**src/rtl/noc_input_port_if.sv**
```systemverilog
// Link-side and crossbar/arbiter-side signals of one NoC router input port.
// master drives the upstream flits and the pop strobe; slave is the input port itself.
interface noc_input_port_if #(
  parameter int DATA_W = 32
);
  // Handshakes: a flit moves upstream->port on a clock edge where in_valid && in_ready,
  // and port->crossbar on an edge where out_valid && out_rd; neither side waits on the other.
  logic [DATA_W-1:0] in_flit;
  logic              in_valid;
  logic              in_ready;
  logic [DATA_W-1:0] out_flit;
  logic              out_valid;
  logic              out_rd;
  logic [2:0]        flit_id;
  logic [11:0]       length;
  logic              req;
  logic [7:0]        err_cnt;

  modport master (
    output in_flit, in_valid, out_rd,
    input  in_ready, out_flit, out_valid, flit_id, length, req, err_cnt
  );

  modport slave (
    input  in_flit, in_valid, out_rd,
    output in_ready, out_flit, out_valid, flit_id, length, req, err_cnt
  );
endinterface

```
**src/rtl/noc_input_port.sv**
```systemverilog
// NoC router input port: show-ahead flit FIFO plus packet-framing FSM feeding the arbiter.
// Define INPORT_ERRCNT_EN to build the saturating dropped-flit / truncation counter.
module noc_input_port #(
  parameter  int DATA_W = 32,
  parameter  int DEPTH  = 4,
  localparam int PTR_W  = $clog2(DEPTH),
  localparam int CNT_W  = PTR_W + 1
) (
  input  logic             clk,
  input  logic             rst,
  noc_input_port_if.slave  io_bus,
  output logic             o_dbg_state,
  output logic [CNT_W-1:0] o_dbg_count
);

  typedef enum logic {
    ST_IDLE   = 1'b0,
    ST_ACTIVE = 1'b1
  } state_t;

  state_t r_state;
  state_t w_state_next;

  logic [DATA_W-1:0] r_mem [DEPTH];
  logic [PTR_W-1:0]  r_wr_ptr;
  logic [PTR_W-1:0]  r_rd_ptr;
  logic [CNT_W-1:0]  r_count;
  logic [11:0]       r_length;

  logic              w_empty;
  logic              w_full;
  logic [DATA_W-1:0] w_head;
  logic [2:0]        w_head_id;
  logic              w_is_hdr;
  logic              w_is_cont;
  logic              w_is_tail;
  logic              w_push;
  logic              w_pop;
  logic              w_out_valid;
  logic              w_req;
  logic              w_drop;
  logic              w_trunc;

  assign w_empty   = (r_count == '0);
  assign w_full    = (r_count == CNT_W'(DEPTH));
  assign w_head    = r_mem[r_rd_ptr];
  assign w_head_id = w_head[DATA_W-1 -: 3];
  assign w_is_hdr  = !w_empty && (w_head_id == 3'b001);
  assign w_is_cont = !w_empty && ((w_head_id == 3'b010) || (w_head_id == 3'b011));
  assign w_is_tail = !w_empty && (w_head_id == 3'b011);

  // A full FIFO refuses the push even when the head is popped in the same cycle.
  assign w_push = io_bus.in_valid && io_bus.in_ready;
  assign w_pop  = (io_bus.out_rd && w_out_valid) || w_drop;

  always_ff @(posedge clk) begin
    if (w_push) begin
      r_mem[r_wr_ptr] <= io_bus.in_flit;
    end
  end

  always_ff @(posedge clk or posedge rst) begin
    if (rst) begin
      r_wr_ptr <= '0;
      r_rd_ptr <= '0;
      r_count  <= '0;
    end else begin
      if (w_push) r_wr_ptr <= r_wr_ptr + 1'b1;
      if (w_pop)  r_rd_ptr <= r_rd_ptr + 1'b1;
      case ({w_push, w_pop})
        2'b10:   r_count <= r_count + 1'b1;
        2'b01:   r_count <= r_count - 1'b1;
        default: r_count <= r_count;
      endcase
    end
  end

  always_ff @(posedge clk or posedge rst) begin
    if (rst) begin
      r_state <= ST_IDLE;
    end else begin
      r_state <= w_state_next;
    end
  end

  always_comb begin
    w_state_next = r_state;
    case (r_state)
      ST_IDLE: begin
        if (w_is_hdr && io_bus.out_rd) w_state_next = ST_ACTIVE;
      end
      ST_ACTIVE: begin
        if (w_trunc)                w_state_next = ST_IDLE;
        else if (w_pop && w_is_tail) w_state_next = ST_IDLE;
      end
      default: w_state_next = ST_IDLE;
    endcase
  end

  // In ACTIVE a header or malformed head ends the packet without being offered to the crossbar.
  always_comb begin
    w_out_valid = 1'b0;
    w_req       = 1'b0;
    w_drop      = 1'b0;
    w_trunc     = 1'b0;
    case (r_state)
      ST_IDLE: begin
        w_out_valid = w_is_hdr;
        w_req       = w_is_hdr;
        w_drop      = !w_empty && !w_is_hdr;
      end
      ST_ACTIVE: begin
        w_req       = 1'b1;
        w_out_valid = w_is_cont;
        w_trunc     = !w_empty && !w_is_cont;
      end
      default: ;
    endcase
  end

  always_ff @(posedge clk or posedge rst) begin
    if (rst) begin
      r_length <= '0;
    end else if ((r_state == ST_IDLE) && w_is_hdr) begin
      r_length <= w_head[11:0];
    end
  end

`ifdef INPORT_ERRCNT_EN
  logic [7:0] r_err_cnt;

  always_ff @(posedge clk or posedge rst) begin
    if (rst) begin
      r_err_cnt <= '0;
    end else if ((w_drop || w_trunc) && (r_err_cnt != 8'hFF)) begin
      r_err_cnt <= r_err_cnt + 8'd1;
    end
  end

  assign io_bus.err_cnt = r_err_cnt;
`else
  assign io_bus.err_cnt = 8'h00;
`endif

  assign io_bus.in_ready  = !rst && !w_full;
  assign io_bus.out_flit  = w_head;
  assign io_bus.out_valid = w_out_valid;
  assign io_bus.flit_id   = w_empty ? 3'b000 : w_head_id;
  assign io_bus.length    = r_length;
  assign io_bus.req       = w_req;

  assign o_dbg_state = (r_state == ST_ACTIVE);
  assign o_dbg_count = r_count;

endmodule
```
**src/flat_wrapper.sv**
```systemverilog
// flat-port wrapper written by rule: the top's interface ports become plain ports
module noc_input_port_flat 
#(
  parameter  int DATA_W = 32,
  parameter  int DEPTH  = 4,
  localparam int PTR_W  = $clog2(DEPTH),
  localparam int CNT_W  = PTR_W + 1
)
  (clk, rst, o_dbg_state, o_dbg_count, io_bus_in_flit, io_bus_in_valid, io_bus_out_rd, io_bus_in_ready, io_bus_out_flit, io_bus_out_valid, io_bus_flit_id, io_bus_length, io_bus_req, io_bus_err_cnt);
  noc_input_port_if #(.DATA_W(DATA_W)) io_bus_i ();
  input  logic clk;
  input  logic rst;
  output logic o_dbg_state;
  output logic [CNT_W-1:0] o_dbg_count;
  input wire logic [$bits(io_bus_i.in_flit)-1:0] io_bus_in_flit;
  input wire logic [$bits(io_bus_i.in_valid)-1:0] io_bus_in_valid;
  input wire logic [$bits(io_bus_i.out_rd)-1:0] io_bus_out_rd;
  output wire logic [$bits(io_bus_i.in_ready)-1:0] io_bus_in_ready;
  output wire logic [$bits(io_bus_i.out_flit)-1:0] io_bus_out_flit;
  output wire logic [$bits(io_bus_i.out_valid)-1:0] io_bus_out_valid;
  output wire logic [$bits(io_bus_i.flit_id)-1:0] io_bus_flit_id;
  output wire logic [$bits(io_bus_i.length)-1:0] io_bus_length;
  output wire logic [$bits(io_bus_i.req)-1:0] io_bus_req;
  output wire logic [$bits(io_bus_i.err_cnt)-1:0] io_bus_err_cnt;
  assign io_bus_i.in_flit = io_bus_in_flit;
  assign io_bus_i.in_valid = io_bus_in_valid;
  assign io_bus_i.out_rd = io_bus_out_rd;
  assign io_bus_in_ready = io_bus_i.in_ready;
  assign io_bus_out_flit = io_bus_i.out_flit;
  assign io_bus_out_valid = io_bus_i.out_valid;
  assign io_bus_flit_id = io_bus_i.flit_id;
  assign io_bus_length = io_bus_i.length;
  assign io_bus_req = io_bus_i.req;
  assign io_bus_err_cnt = io_bus_i.err_cnt;
  noc_input_port #(.DATA_W(DATA_W), .DEPTH(DEPTH)) u_core (.clk(clk), .rst(rst), .io_bus(io_bus_i), .o_dbg_state(o_dbg_state), .o_dbg_count(o_dbg_count));
endmodule
```
**config.mk**
```make
export PLATFORM = sky130hd
export DESIGN_NAME = noc_input_port_flat
export DESIGN_NICKNAME = d
export VERILOG_FILES = /design/src/rtl/noc_input_port_if.sv /design/src/rtl/noc_input_port.sv /design/src/flat_wrapper.sv
export SDC_FILE = /design/constraint.sdc
export NUM_CORES = 1
export LEC_CHECK = 0
export CAP_MARGIN = 20
export CORE_MARGIN = 1.5
export CORE_UTILIZATION = 52
export CTS_CLUSTER_DIAMETER = 80
export DETAILED_ROUTE_END_ITERATION = 10
export PLACE_DENSITY = 0.83
export SLEW_MARGIN = 30
export SYNTH_ARGS = -nofsm -noshare
export SYNTH_HDL_FRONTEND = slang
export SYNTH_SLANG_ARGS = --single-unit
```
**constraint.sdc**
```tcl
create_clock -name clk -period 3.3 [get_ports clk]
set_clock_uncertainty 0.05 [all_clocks]
set_input_delay 0.495 -clock clk [delete_from_list [all_inputs] [get_ports clk]]
set_output_delay 0.495 -clock clk [all_outputs]
set_load 0.02 [all_outputs]
```
==> impl_results.rst <==
.. list-table::
   :header-rows: 1

   * - Metric
     - Value
   * - Outcome
     - complete, no violations
   * - Final ANT Viol Nets
     - 0
   * - Area of combinational cells with multiple inputs
     - 0.00125 mm^2
   * - Capturing point of the worst reg2reg path
     - u_core.o_dbg_count[2]$_DFFE_PP0P_
   * - Site row count
     - 38
   * - DRC violation total after the first TritonRoute iteration
     - 166
   * - Sinks on the clock net
     - 148
   * - Slew at the pin closest to its max-slew limit
     - 0.850 ns
   * - Number of detailed-route iterations in the first pass
     - 5
   * - Post-synthesis cell area
     - 0.00572 mm^2
   * - Path class of the lowest-slack min-delay path
     - input pin to asynchronous set/reset pin
   * - Crit path max-delay cell type
     - sky130_fd_sc_hd__mux4_1
   * - Number of instances in the synthesized netlist
     - 261
   * - P_int
     - 4910 uW
   * - Share of layout cells above drive strength 1
     - 0.235
   * - Reg2Reg Setup Slack
     - 0.48 ns
   * - Logic depth of the worst register-to-register path
     - 10
   * - Reported leakage power
     - 0.00260 uW
   * - Final number of max-transition violations
     - 0
   * - Final core occ
     - 0.685
   * - H-tree Lvls
     - 4
   * - Antenna violations before repair
     - 0
   * - DRC Markers
     - 0
   * - Power density over the cells
     - 967 mW/mm^2
   * - Placeable Area
     - 0.0108 mm^2
   * - Largest stage delay on the critical path
     - 0.65 ns
   * - Starting density of the core
     - 0.530
   * - Post-synth top area share
     - 0.672
   * - Startpoint types
     - flip-flop
   * - Fillcell total
     - 690
   * - Routability-driven placement congestion ratio
     - 0.741
   * - Sequential cell fraction of total power
     - 0.351
   * - Number of buffers added by the clock tree synthesis step
     - 17
   * - Die height
     - 108 um
   * - Switching part of the total
     - 0.314
   * - Critical path buffer and inverter count
     - 2
   * - Cell chain of the critical path
     - buf_6, mux4_1, clkdlybuf4s50_1
   * - Critical Setup Path Class
     - flip-flop to primary output
   * - Source-to-sink clock delay at the later pin of the worst-skew pair
     - 0.52 ns
   * - Switching component of the power
     - 2250 uW
   * - Number of buffers added on ports
     - 89
   * - Primary FF master, synth
     - sky130_fd_sc_hd__edfxtp_1
   * - Post-layout minimum cycle time
     - 3.14 ns
   * - Area Overhead vs Synth
     - 29.3%
   * - Total of hold buffers inserted after clock tree synthesis
     - 0
   * - Part of the power in the clock network
     - 0.265
   * - Most used standard cell by instance count after synthesis
     - sky130_fd_sc_hd__edfxtp_1
   * - Post-route clock period utilization
     - 0.951
   * - Synth area leader
     - sky130_fd_sc_hd__edfxtp_1
   * - Maximum achievable frequency
     - 319 MHz
   * - Avg Synthesized Cell Area
     - 21.9 um^2
   * - Data required time of the worst path
     - 2.75 ns
   * - Area of all sequential standard cells
     - 0.00435 mm^2
   * - Die area
     - 0.0116 mm^2
   * - Maximum Capacitance Violations
     - 0
   * - Critical path fanouts, max
     - 20
   * - All-layer global routing usage
     - 0.197
   * - Proportion of synthesized flip-flops having asynchronous set or reset
     - 0.135
   * - Yosys warning count
     - 0
   * - Maximum number of pins on one net before global-route repair
     - 29
   * - Slew HR
     - 0.432
   * - Wire length of the first global-routing pass
     - 16000 um
   * - Sequential cell area fraction in the yosys report
     - 0.759
   * - Setup crit end kind
     - primary output
   * - Clock root cell
     - sky130_fd_sc_hd__clkbuf_8
   * - Flops & latches, synth
     - 148
   * - Final setup violation count
     - 0
   * - Clock-pin slew reported for the worst setup and hold paths after clock tree synthesis
     - 0.06 ns
   * - Logic gate share of total power
     - 0.384
   * - Number of synthesized flops with an enable pin
     - 128
   * - Number of nets at the end of the flow
     - 408
   * - Post-detailed-placement half-perimeter wirelength
     - 6510 um
   * - Launching point of the worst reg2reg path
     - u_core.r_rd_ptr[0]$_DFFE_PP0P_
   * - TritonCTS clock tree
     - built
   * - List of most frequent post-synthesis cells
     - 128 x sky130_fd_sc_hd__edfxtp_1, 31 x sky130_fd_sc_hd__mux4_2, 20 x sky130_fd_sc_hd__dfrtp_1
   * - Final-layout setup total negative slack
     - 0 ns
   * - Avg Vias per Cell
     - 5.52
   * - Worst IR drop on VDD
     - 426 uV
   * - Number of endpoints with negative hold slack in the final report
     - 0
   * - Horizontal die dimension
     - 108 um
   * - Antenna cell count
     - 0
   * - Setup repair after global routing missed its margin
     - false
   * - Routed WL
     - 10600 um
   * - Vias
     - 2860
   * - Total congestion overflow
     - 0
   * - Post-detailed-route wirelength per cell
     - 20.4 um
   * - I/O pin count
     - 98
   * - Termination of the worst setup path
     - io_bus_out_flit[8]
   * - CP top delay family
     - buffers and inverters
   * - Number of distinct standard cells referenced by the synthesized netlist
     - 35
   * - Number of buffers on the longest clock path
     - 2
   * - Levels on crit path
     - 3
   * - Cells taking the most area after synthesis
     - sky130_fd_sc_hd__edfxtp_1 67%, sky130_fd_sc_hd__mux4_2 12%, sky130_fd_sc_hd__dfrtp_1 8.7%, sky130_fd_sc_hd__mux2_4 2.4%, sky130_fd_sc_hd__ha_1 1.1%
   * - Data arrival time of the critical path
     - 2.59 ns
   * - Number of global-route vias before repair
     - 2913
   * - Crit path from
     - u_core.r_rd_ptr[0]$_DFFE_PP0P_
-- logic make-up (layout without fill, tap and decap cells) --
group                      Yosys count  after routing  synth area share
AOI/OAI and AO/OA                    7              7           0.00722
xor gates and xnor gates             6              6           0.00919
adders and majority gates            6              6            0.0144
buffers and inverters               25            135            0.0278
DFF                                148            148             0.759
muxes                               45             45             0.158
other                                1              8          0.000656
and+or+nand+nor                     23             23            0.0234
-- final cells by class --
| cell class | count | share of cell area |
|---|---|---|
| clock buffers | 17 | 0.0560 |
| clock inverters | 14 | 0.0242 |
| inverters | 7 | 0.00355 |
| multi-input cells | 95 | 0.169 |
| flip-flops and latches | 148 | 0.588 |
| well taps | 140 | 0.0237 |
| repair buffers | 97 | 0.136 |
-- sequential cells by signal (all words and copies together), names as in the netlist --
register	cells
u_core.io_bus.length	12
u_core.r_rd_ptr	2
u_core.o_dbg_state	1
u_core.r_mem	128
u_core.o_dbg_count	3
u_core.r_wr_ptr	2
-- power groups by stage --
stage	sequential (uW)	clock, uW	combinational (uW)
6_report	2510	1890	2750
3_5_place_dp	2540	0	2750
5_1_grt	2540	2000	2940
4_1_cts	2510	1930	2790
2_1_floorplan	2600	0	1620
3_3_place_gp	2520	0	2720
-- worst min-delay path by stage --
| stage | start | to | slack (ns) | cells past startpoint |
|---|---|---|---|---|
| final | rst | u_core.o_dbg_count[0]$_DFFE_PP0P_ | 0.44 | 2 |
| after global routing | u_core.io_bus.length[4]$_DFFE_PP0P_ | u_core.io_bus.length[4]$_DFFE_PP0P_ | 0.48 | 1 |
| after CTS | rst | u_core.o_dbg_count[1]$_DFFE_PP0P_ | 0.45 | 2 |
| after detailed placement | u_core.io_bus.length[4]$_DFFE_PP0P_ | u_core.io_bus.length[4]$_DFFE_PP0P_ | 0.45 | 1 |
| after global placement | u_core.io_bus.length[9]$_DFFE_PP0P_ | u_core.io_bus.length[9]$_DFFE_PP0P_ | 0.44 | 1 |
| after floorplan | rst | u_core.io_bus.length[0]$_DFFE_PP0P_ | 0.41 | 1 |
-- cell usage in the layout, fill, tap and decap left out, types with 3 or more instances in the layout --
cell                                n
sky130_fd_sc_hd__and2_1             3
sky130_fd_sc_hd__and3_2             4
sky130_fd_sc_hd__buf_12             4
sky130_fd_sc_hd__buf_4              3
sky130_fd_sc_hd__bufinv_16          3
sky130_fd_sc_hd__clkbuf_16         16
sky130_fd_sc_hd__clkdlybuf4s50_1   88
sky130_fd_sc_hd__clkinv_4           4
sky130_fd_sc_hd__conb_1             8
sky130_fd_sc_hd__dfrtp_1           18
sky130_fd_sc_hd__edfxtp_1         128
sky130_fd_sc_hd__ha_1               5
sky130_fd_sc_hd__inv_1              7
sky130_fd_sc_hd__mux2_2             3
sky130_fd_sc_hd__mux2_4             9
sky130_fd_sc_hd__mux4_2            31
sky130_fd_sc_hd__nand2_1            4
sky130_fd_sc_hd__xnor2_1            3
sky130_fd_sc_hd__xor2_1             3
-- through the flow --
stage                     setup slack [ns]  power [uW]  hold WS (ns)  instance area, um^2  std cells
after floorplan                      0.643        4220         0.409                 5750        268
after global placement               0.621        5250         0.439                 6800        487
after detailed placement             0.558        5290         0.446                 6800        487
after CTS                           0.0470        7230         0.454                 7390        518
after global routing               0.00396        7480         0.480                 7400        518
final                                0.161        7150         0.442                 7400        518
-- repair_timing --
action,4_1_cts,5_1_grt
pin swaps,0,0
resized for setup,1,1
hold endpoints to repair,0,0
setup buffers,0,0
endpoints found under the setup margin,1,1
-- layer usage --
layer  routed length, um  global-route usage
met2                5470               0.317
met1                4240               0.244
met5                   0                   0
met4                 152              0.0808
met3                 723              0.0714
(Power assumes the default switching activity.)
